## src/rtl/uart_fifo_bridge_pkg.sv

```systemverilog
// Shared defaults and helpers for the UART/client FIFO bridge.
package uart_fifo_bridge_pkg;

  localparam int DEF_DATA_WIDTH = 8;
  localparam int DEF_RX_DEPTH   = 32;
  localparam int DEF_TX_DEPTH   = 32;
  localparam int DEF_AF_MARGIN  = 4;

  function automatic int clog2(input int v);
    int r;
    int x;
    r = 0;
    x = v - 1;
    while (x > 0) begin
      r = r + 1;
      x = x >> 1;
    end
    return r;
  endfunction

endpackage

```

## src/rtl/uart_fifo_bridge_fifo.sv

```systemverilog
// Synchronous FIFO with a first-word-fall-through output register.
// Capacity counts the output register, so DEPTH words total.
module uart_fifo_bridge_fifo
  import uart_fifo_bridge_pkg::*;
#(
  parameter int WIDTH = DEF_DATA_WIDTH,
  parameter int DEPTH = DEF_RX_DEPTH
) (
  input  logic                        clk,
  input  logic                        rst_n,
  input  logic [WIDTH-1:0]            i_wdata,
  input  logic                        i_wvalid,
  output logic                        o_wready,
  output logic [WIDTH-1:0]            o_rdata,
  output logic                        o_rvalid,
  input  logic                        i_rready,
  output logic [clog2(DEPTH+1)-1:0]   o_count
);

  localparam int AW = clog2(DEPTH);
  localparam int CW = clog2(DEPTH+1);
  localparam logic [AW:0] PTR_ONE = 1;

  logic [WIDTH-1:0] r_mem [DEPTH];
  logic [AW:0]      r_wr_ptr;
  logic [AW:0]      r_rd_ptr;
  logic [CW-1:0]    r_count;
  logic [WIDTH-1:0] r_rdata;
  logic             r_rvalid;
  logic             r_alive;

  logic w_full;
  logic w_mem_empty;
  logic w_push;
  logic w_pop;
  logic w_load;

  assign w_full      = (r_count == CW'(DEPTH));
  assign w_mem_empty = (r_wr_ptr == r_rd_ptr);
  // r_alive holds ready low until the first edge out of reset
  assign o_wready    = r_alive && !w_full;
  assign w_push      = i_wvalid && o_wready;
  assign w_pop       = r_rvalid && i_rready;
  assign w_load      = !w_mem_empty && (!r_rvalid || i_rready);

  assign o_rdata  = r_rdata;
  assign o_rvalid = r_rvalid;
  assign o_count  = r_count;

  always_ff @(posedge clk) begin
    if (w_push) begin
      r_mem[r_wr_ptr[AW-1:0]] <= i_wdata;
    end
  end

  always_ff @(posedge clk or negedge rst_n) begin
    if (!rst_n) begin
      r_alive  <= 1'b0;
      r_wr_ptr <= '0;
      r_rd_ptr <= '0;
      r_count  <= '0;
      r_rdata  <= '0;
      r_rvalid <= 1'b0;
    end else begin
      r_alive <= 1'b1;
      if (w_push) begin
        r_wr_ptr <= r_wr_ptr + PTR_ONE;
      end
      if (w_load) begin
        r_rd_ptr <= r_rd_ptr + PTR_ONE;
        r_rdata  <= r_mem[r_rd_ptr[AW-1:0]];
        r_rvalid <= 1'b1;
      end else if (w_pop) begin
        r_rvalid <= 1'b0;
      end
      r_count <= r_count + CW'(w_push) - CW'(w_pop);
    end
  end

endmodule

```

## src/rtl/uart_fifo_bridge.sv

```systemverilog
// Bridges a UART byte stream to a client port through RX/TX FIFOs,
// with an optional loopback from the RX output into the TX FIFO.
module uart_fifo_bridge
  import uart_fifo_bridge_pkg::*;
#(
  parameter int DATA_WIDTH = DEF_DATA_WIDTH,
  parameter int RX_DEPTH   = DEF_RX_DEPTH,
  parameter int TX_DEPTH   = DEF_TX_DEPTH,
  parameter int AF_MARGIN  = DEF_AF_MARGIN
) (
  input  logic                           clk,
  input  logic                           rst_n,
  input  logic                           loopback,
  input  logic [DATA_WIDTH-1:0]          uart_rx_data,
  input  logic                           uart_rx_valid,
  output logic                           uart_rx_ready,
  output logic [DATA_WIDTH-1:0]          uart_tx_data,
  output logic                           uart_tx_valid,
  input  logic                           uart_tx_ready,
  output logic [DATA_WIDTH-1:0]          client_rx_data,
  output logic                           client_rx_valid,
  input  logic                           client_rx_ready,
  input  logic [DATA_WIDTH-1:0]          client_tx_data,
  input  logic                           client_tx_valid,
  output logic                           client_tx_ready,
  output logic [clog2(RX_DEPTH+1)-1:0]   rx_count,
  output logic [clog2(TX_DEPTH+1)-1:0]   tx_count,
  output logic                           rx_almost_full,
  output logic                           rx_overflow,
  input  logic                           clear_overflow
);

  localparam int RCW = clog2(RX_DEPTH+1);

  logic [DATA_WIDTH-1:0] w_rx_data;
  logic                  w_rx_valid;
  logic                  w_rx_ready;
  logic [DATA_WIDTH-1:0] w_tx_wdata;
  logic                  w_tx_wvalid;
  logic                  w_tx_wready;
  logic                  w_drop;
  logic                  r_overflow;

  // Loopback steers the RX output straight into the TX FIFO
  assign w_rx_ready  = loopback ? w_tx_wready : client_rx_ready;
  assign w_tx_wdata  = loopback ? w_rx_data   : client_tx_data;
  assign w_tx_wvalid = loopback ? w_rx_valid  : client_tx_valid;

  assign client_rx_data  = w_rx_data;
  assign client_rx_valid = w_rx_valid && !loopback;
  assign client_tx_ready = w_tx_wready && !loopback;

  assign rx_almost_full = (int'(rx_count) + AF_MARGIN) >= RX_DEPTH;
  assign w_drop         = uart_rx_valid && (rx_count == RCW'(RX_DEPTH));
  assign rx_overflow    = r_overflow;

  always_ff @(posedge clk or negedge rst_n) begin
    if (!rst_n) begin
      r_overflow <= 1'b0;
    end else if (w_drop) begin
      r_overflow <= 1'b1;
    end else if (clear_overflow) begin
      r_overflow <= 1'b0;
    end
  end

  uart_fifo_bridge_fifo #(
    .WIDTH (DATA_WIDTH),
    .DEPTH (RX_DEPTH)
  ) u_rx_fifo (
    .clk      (clk),
    .rst_n    (rst_n),
    .i_wdata  (uart_rx_data),
    .i_wvalid (uart_rx_valid),
    .o_wready (uart_rx_ready),
    .o_rdata  (w_rx_data),
    .o_rvalid (w_rx_valid),
    .i_rready (w_rx_ready),
    .o_count  (rx_count)
  );

  uart_fifo_bridge_fifo #(
    .WIDTH (DATA_WIDTH),
    .DEPTH (TX_DEPTH)
  ) u_tx_fifo (
    .clk      (clk),
    .rst_n    (rst_n),
    .i_wdata  (w_tx_wdata),
    .i_wvalid (w_tx_wvalid),
    .o_wready (w_tx_wready),
    .o_rdata  (uart_tx_data),
    .o_rvalid (uart_tx_valid),
    .i_rready (uart_tx_ready),
    .o_count  (tx_count)
  );

endmodule
```

## config.mk

```make
export PLATFORM = sky130hd
export DESIGN_NAME = uart_fifo_bridge
export DESIGN_NICKNAME = d
export VERILOG_FILES = /design/src/rtl/uart_fifo_bridge_pkg.sv /design/src/rtl/uart_fifo_bridge_fifo.sv /design/src/rtl/uart_fifo_bridge.sv
export SDC_FILE = /design/constraint.sdc
export NUM_CORES = 1
export LEC_CHECK = 0
export CAP_MARGIN = 30
export CORE_AREA = 2 2 367 187
export CTS_CLUSTER_SIZE = 40
export DETAILED_ROUTE_END_ITERATION = 10
export DIE_AREA = 0 0 369 189
export SLEW_MARGIN = 10
export SYNTH_ARGS = -nofsm -noshare
export SYNTH_HDL_FRONTEND = slang
export SYNTH_SLANG_ARGS = --single-unit
```

## constraint.sdc

```tcl
create_clock -name clk -period 7 [get_ports clk]
set_input_delay 1.4 -clock clk [delete_from_list [all_inputs] [get_ports clk]]
set_output_delay 1.4 -clock clk [all_outputs]
set_load 0.02 [all_outputs]
```

Yosys cells after proc, flatten, opt, wreduce, memory -nomap -nowiden
Memory sizes are Yosys's and may differ from the RTL's. A register that Yosys moved wholly into a read port is not among the register bits.
Cells that the tools add are included.
Operators by class
  add/subtract/negate cells: 9
  order comparisons: 1
  equality and inequality tests: 4
  multiplexer cells: 13
  reductions and logical operators: 25
Operator list (number)
  $add A6 B1 Y6 const B: 4
  $add A6 B1 Y6: 2
  $eq A6 B6 Y1: 2
  $eq A6 B6 Y1 const B: 2
  $mux W1: 12
  $sub A6 B1 Y6: 2
  $logic_and A1 B1 Y1: 11
  $logic_not A1 Y1: 9
  $mux W8: 1
  $add A6 B3 Y7 const B: 1
  $ge A7 B6 Y1 const B: 1
  $reduce_bool A2 Y1: 3
  $logic_or A1 B1 Y1: 2
Word-level totals
  register bits: 40
  bits in writable memories: 512
  input port bits: 24
  output and inout port bits: 34
  logic and storage cells: 64
  memories kept: 2
Memory list
  u_rx_fifo.r_mem: depth 32, width 8, read ports 1, clocked after Yosys merged registers in 1, write ports 1, line uart_fifo_bridge_fifo.sv:24  | logic [WIDTH-1:0] r_mem [DEPTH];
  u_tx_fifo.r_mem: depth 32, width 8, read ports 1, clocked after Yosys merged registers in 1, write ports 1, line uart_fifo_bridge_fifo.sv:24

Longest topological paths before layout
  depth in word-level cells: 7
  mapped depth: 13
  gate-level depth less buffers: 13

By module
A second synthesis with hierarchy kept.
Unflattened totals
  cell total of the unflattened synthesis: 1272
  area total of the unflattened synthesis: 23161.0 µm²
Modules (own cells, without submodules)
  uart_fifo_bridge_fifo (u_tx_fifo): times used 1, cells an instance 628, area an instance 11529.8 µm², sequential area each 8388.0 µm²
  uart_fifo_bridge_fifo (u_rx_fifo): times used 1, cells an instance 625, area an instance 11400.9 µm², sequential area each 8388.0 µm²
  uart_fifo_bridge: times used 1, cells an instance 19, area an instance 230.2 µm², sequential area each 25.0 µm²

Worst setup path before layout
OpenSTA, ideal clock, no wires.
  path kind: input-to-output
  start point: input loopback
  end point: output client_tx_ready
  arrival time: 2142 ps
  data required time: 5600 ps
  path slack: 3458 ps
  stages: 2
  buffers on the path: 1
  cell sequence: buf_1 > nor3_1
Between the ends
  longest elaborated chain between the ends: 2
Ends and longest elaborated chain
  start: declaration: line uart_fifo_bridge.sv:13  | input logic loopback,
  $logic_not A1 Y1: line uart_fifo_bridge.sv:51  | assign client_tx_ready = w_tx_wready && !loopback;
  $logic_and A1 B1 Y1: line uart_fifo_bridge.sv:51
  end: declaration: line uart_fifo_bridge.sv:25  | output logic client_tx_ready,
Every way passes these cells.

Worst setup path in the final report
Same ends and word-level chain as after synthesis.

==> impl_metrics.toml <==
[cells_and_area]
multiInputGateArea_sq_um = 5834
fin_area_sq_um = 26200
seq_area_sq_um = 16790
layout.cells.non_filler = 2294
nFillCells = 6015
synthToLayoutAreaGrowth_pct = 13.12
final_layout_size_suffix_gt1_frac = 0.1611
diodes = 0
final_nets = 1411

[clocking]
clock-sinks = 568
cts_tree = "done"
clock_latency_ns = 0.60
post_cts_buffers = 0
ctsHoldBuffers = 0
numCtsBuffers = 50
cts-root-buf = "clkbuf_16"
htree_levels = 2
clockBufferDepth = 3
cts_resized = 0
cts.clk_slew.worst_paths_ns = 0.06

[worst_setup_path]
reg2regPathDepth = 6
slowest_stage = "clkdlybuf4s50_1"
critPathMaxStageDelay_ns = 0.68
worstPathMaxFanout = 13
cp_common_cell = "clkdlybuf4s50_1"
path_cells = "clkdlybuf4s50_1 > nor3_1 > clkdlybuf4s50_1"
cp.required_ns = 5.60
cp-start-kind = "input port"
crit_type = "in2out"
r2r_end = "u_tx_fifo.r_mem[7][2]"
reg2reg_slack_ns = 3.42
reg2reg_from = "u_tx_fifo.o_count[4]"
arrival_ns = 3.01
end_kind = "output pin"

[global_route]
grt_pass1_wl_um = 84090
grt_pass1_vias = 11854
antenna_found_initial = 1
gr-total-overflow = 0
grt_max_degree = 57
grt_usage = 0.1661

[yosys]
synthTopCellsByCount = "edfxtp_1 (512), mux2i_1 (97), nor2_1 (88), mux4_2 (58)"
synth_seq_cells = 568
synth_nets = 1355
synth_ff_type = "edfxtp_1"
synth_edf_count = 512
yosysMostFrequentCell = "edfxtp_1"
synth_top_area_share = 0.6639
ys_seq_area_frac = 0.7244
syn-cell-area_sq_um = 23160
postSynthAreaPerCell_sq_um = 17.81
synthCells = 1300
synthArstFlopShare = 0.09859
ys_top_cells_by_area = "edfxtp_1 (66%), dfrtp_1 (6.1%), mux4_2 (5.6%)"
yosys.cell_types.count = 54
yosysWarnings = 0
synth.largest_area_cell = "edfxtp_1"

[power]
pwr-share-comb = 0.321
p_clk_frac = 0.254
leakage_nw = 8.688
switching_share = 0.3420
pwr-share-seq = 0.426
p_sw_mw = 3.636
power.internal_mw = 6.995
powerDensity_nw_per_um2 = 405.9
max-vdd-ir-drop_uv = 187.9

[timing]
drv_slew = 0
tightest_slew_ns = 0.9939
rsz0062_at_grt = "no"
slew_headroom = 0.3349
min_period_over_period = 0.6293
finalSetupTns_ns = 0
min_period_ns = 4.405
fin_worst_skew_ns = 0.02126
fmax_ghz = 0.2270
setup_viol = 0
hold_violations = 0

[hold_path]
min_from = "u_tx_fifo.r_wr_ptr[5]"
hold_depth = 1
min_path_type = "reg2reg"
whs_endpoint = "u_tx_fifo.r_wr_ptr[5]"

[placement]
dpl.cell_count = 2196
dp_hpwl_um = 38460
numPortBuffers = 57
gp_congestion = 0.8281
dpl-instance-area_sq_um = 24520

[detailed_routing]
vias = 12319
drtIter0Drc = 1480
wl_per_cell_um = 25.26
wl_um = 57940
postRouteAntennaNets = 0
vias_per_cell = 5.370
firstDrtPassIters = 5
drc = 0

[floorplan]
initial_core_util = 0.3488
core-area_sq_um = 66390
die_w_um = 369
die_h_um = 189
die-area_sq_um = 69740
rows = 67
io_pins = 58

[run]
maxCapViolCount = 0

[status]
run_status = "finished clean"
-- worst max path at each step --
| stage | startpoint | to | cells past startpoint |
|---|---|---|---|
| floorplan | loopback | client_tx_ready | 2 |
| global placement | loopback | u_tx_fifo.r_mem[7][6] | 5 |
| detailed placement | loopback | u_tx_fifo.r_mem[7][5] | 5 |
| CTS | loopback | client_tx_ready | 3 |
| global route | loopback | client_tx_ready | 3 |
| finish | loopback | client_tx_ready | 3 |
-- per-stage QoR --
stage               utilization  worst slack, ns  total power, mW  hold WS [ns]
floorplan                     -            3.458            6.788        0.4604
global placement         0.3694            2.256            7.886        0.4827
detailed placement       0.3694            2.111            7.927        0.4907
CTS                      0.3931            2.606            10.62        0.5023
global route             0.3945            2.426            11.10        0.5075
finish                   0.3945            2.595            10.63        0.4934
-- worst max-delay path, delay by kind of cell --
family                 cells  cell delay (ns)
and+or+nand+nor            1             0.28
buffers and inverters      2             1.32
-- cells by family after synthesis --
group                      Yosys count  synth area share
buffers and inverters              100           0.02361
adders and majority gates           31           0.01740
DFF                                568            0.7244
xor gates and xnor gates            39           0.01475
other                                1         0.0001619
muxes                              219            0.1337
AOI/OAI and AO/OA                  124           0.04090
and+or+nand+nor                    218           0.04506
-- registers in the layout, indices dropped and copies added, names as in the netlist, 8 cells and up --
signal             flops
u_rx_fifo.o_rdata      8
u_rx_fifo.r_mem      256
u_tx_fifo.r_mem      256
u_tx_fifo.o_rdata      8
-- cell type report --
cell class | instances | share of cell area
Sequential cell | 568 | 0.6408
Clock inverter | 35 | 0.01113
Timing Repair Buffer | 77 | 0.02971
Multi-Input combinational cell | 632 | 0.2227
Inverter | 27 | 0.003869
Clock buffer | 58 | 0.04891
Tap cell | 897 | 0.04285
-- cells in the final DEF (no fill, tap or decap), drive strengths merged, types with 5 or more instances in the layout --
master / n
buf: 21
mux4: 64
xnor2: 25
a22oi: 24
nand4: 14
xor2: 14
inv: 29
nand2: 43
a21oi: 15
o22ai: 8
o211ai: 8
nand3b: 14
ha: 29
clkinv: 26
clkdlybuf4s50: 56
a22o: 7
a221oi: 24
edfxtp: 512
nand3: 28
clkbuf: 58
nor2b: 6
dfrtp: 56
a31oi: 8
nor3: 5
nor2: 88
o21ai: 6
o221ai: 8
mux2i: 97
mux2: 58
a2bb2oi: 8
-- layer usage --
layer | track usage | part of all wire | routed length [um] | up-vias
li1 | - | - | - | 5228
met1 | 0.2820 | 0.49 | 28610 | 6417
met2 | 0.1976 | 0.37 | 21650 | 617
met3 | 0.05412 | 0.12 | 6964 | 57
met4 | 0.02889 | 0.012 | 717 | 0
met5 | 0 | 0 | 0 | -
-- power by group through the flow --
| stage | registers, mW | logic, mW | clock network (mW) |
|---|---|---|---|
| 3_5_place_dp | 4.68 | 3.24 | 0 |
| 5_1_grt | 4.57 | 3.64 | 2.88 |
| 6_report | 4.53 | 3.41 | 2.70 |
| 2_1_floorplan | 4.38 | 2.40 | 0 |
| 4_1_cts | 4.62 | 3.25 | 2.75 |
| 3_3_place_gp | 4.68 | 3.20 | 0 |
Note: power is estimated with default switching activity, not from simulation.
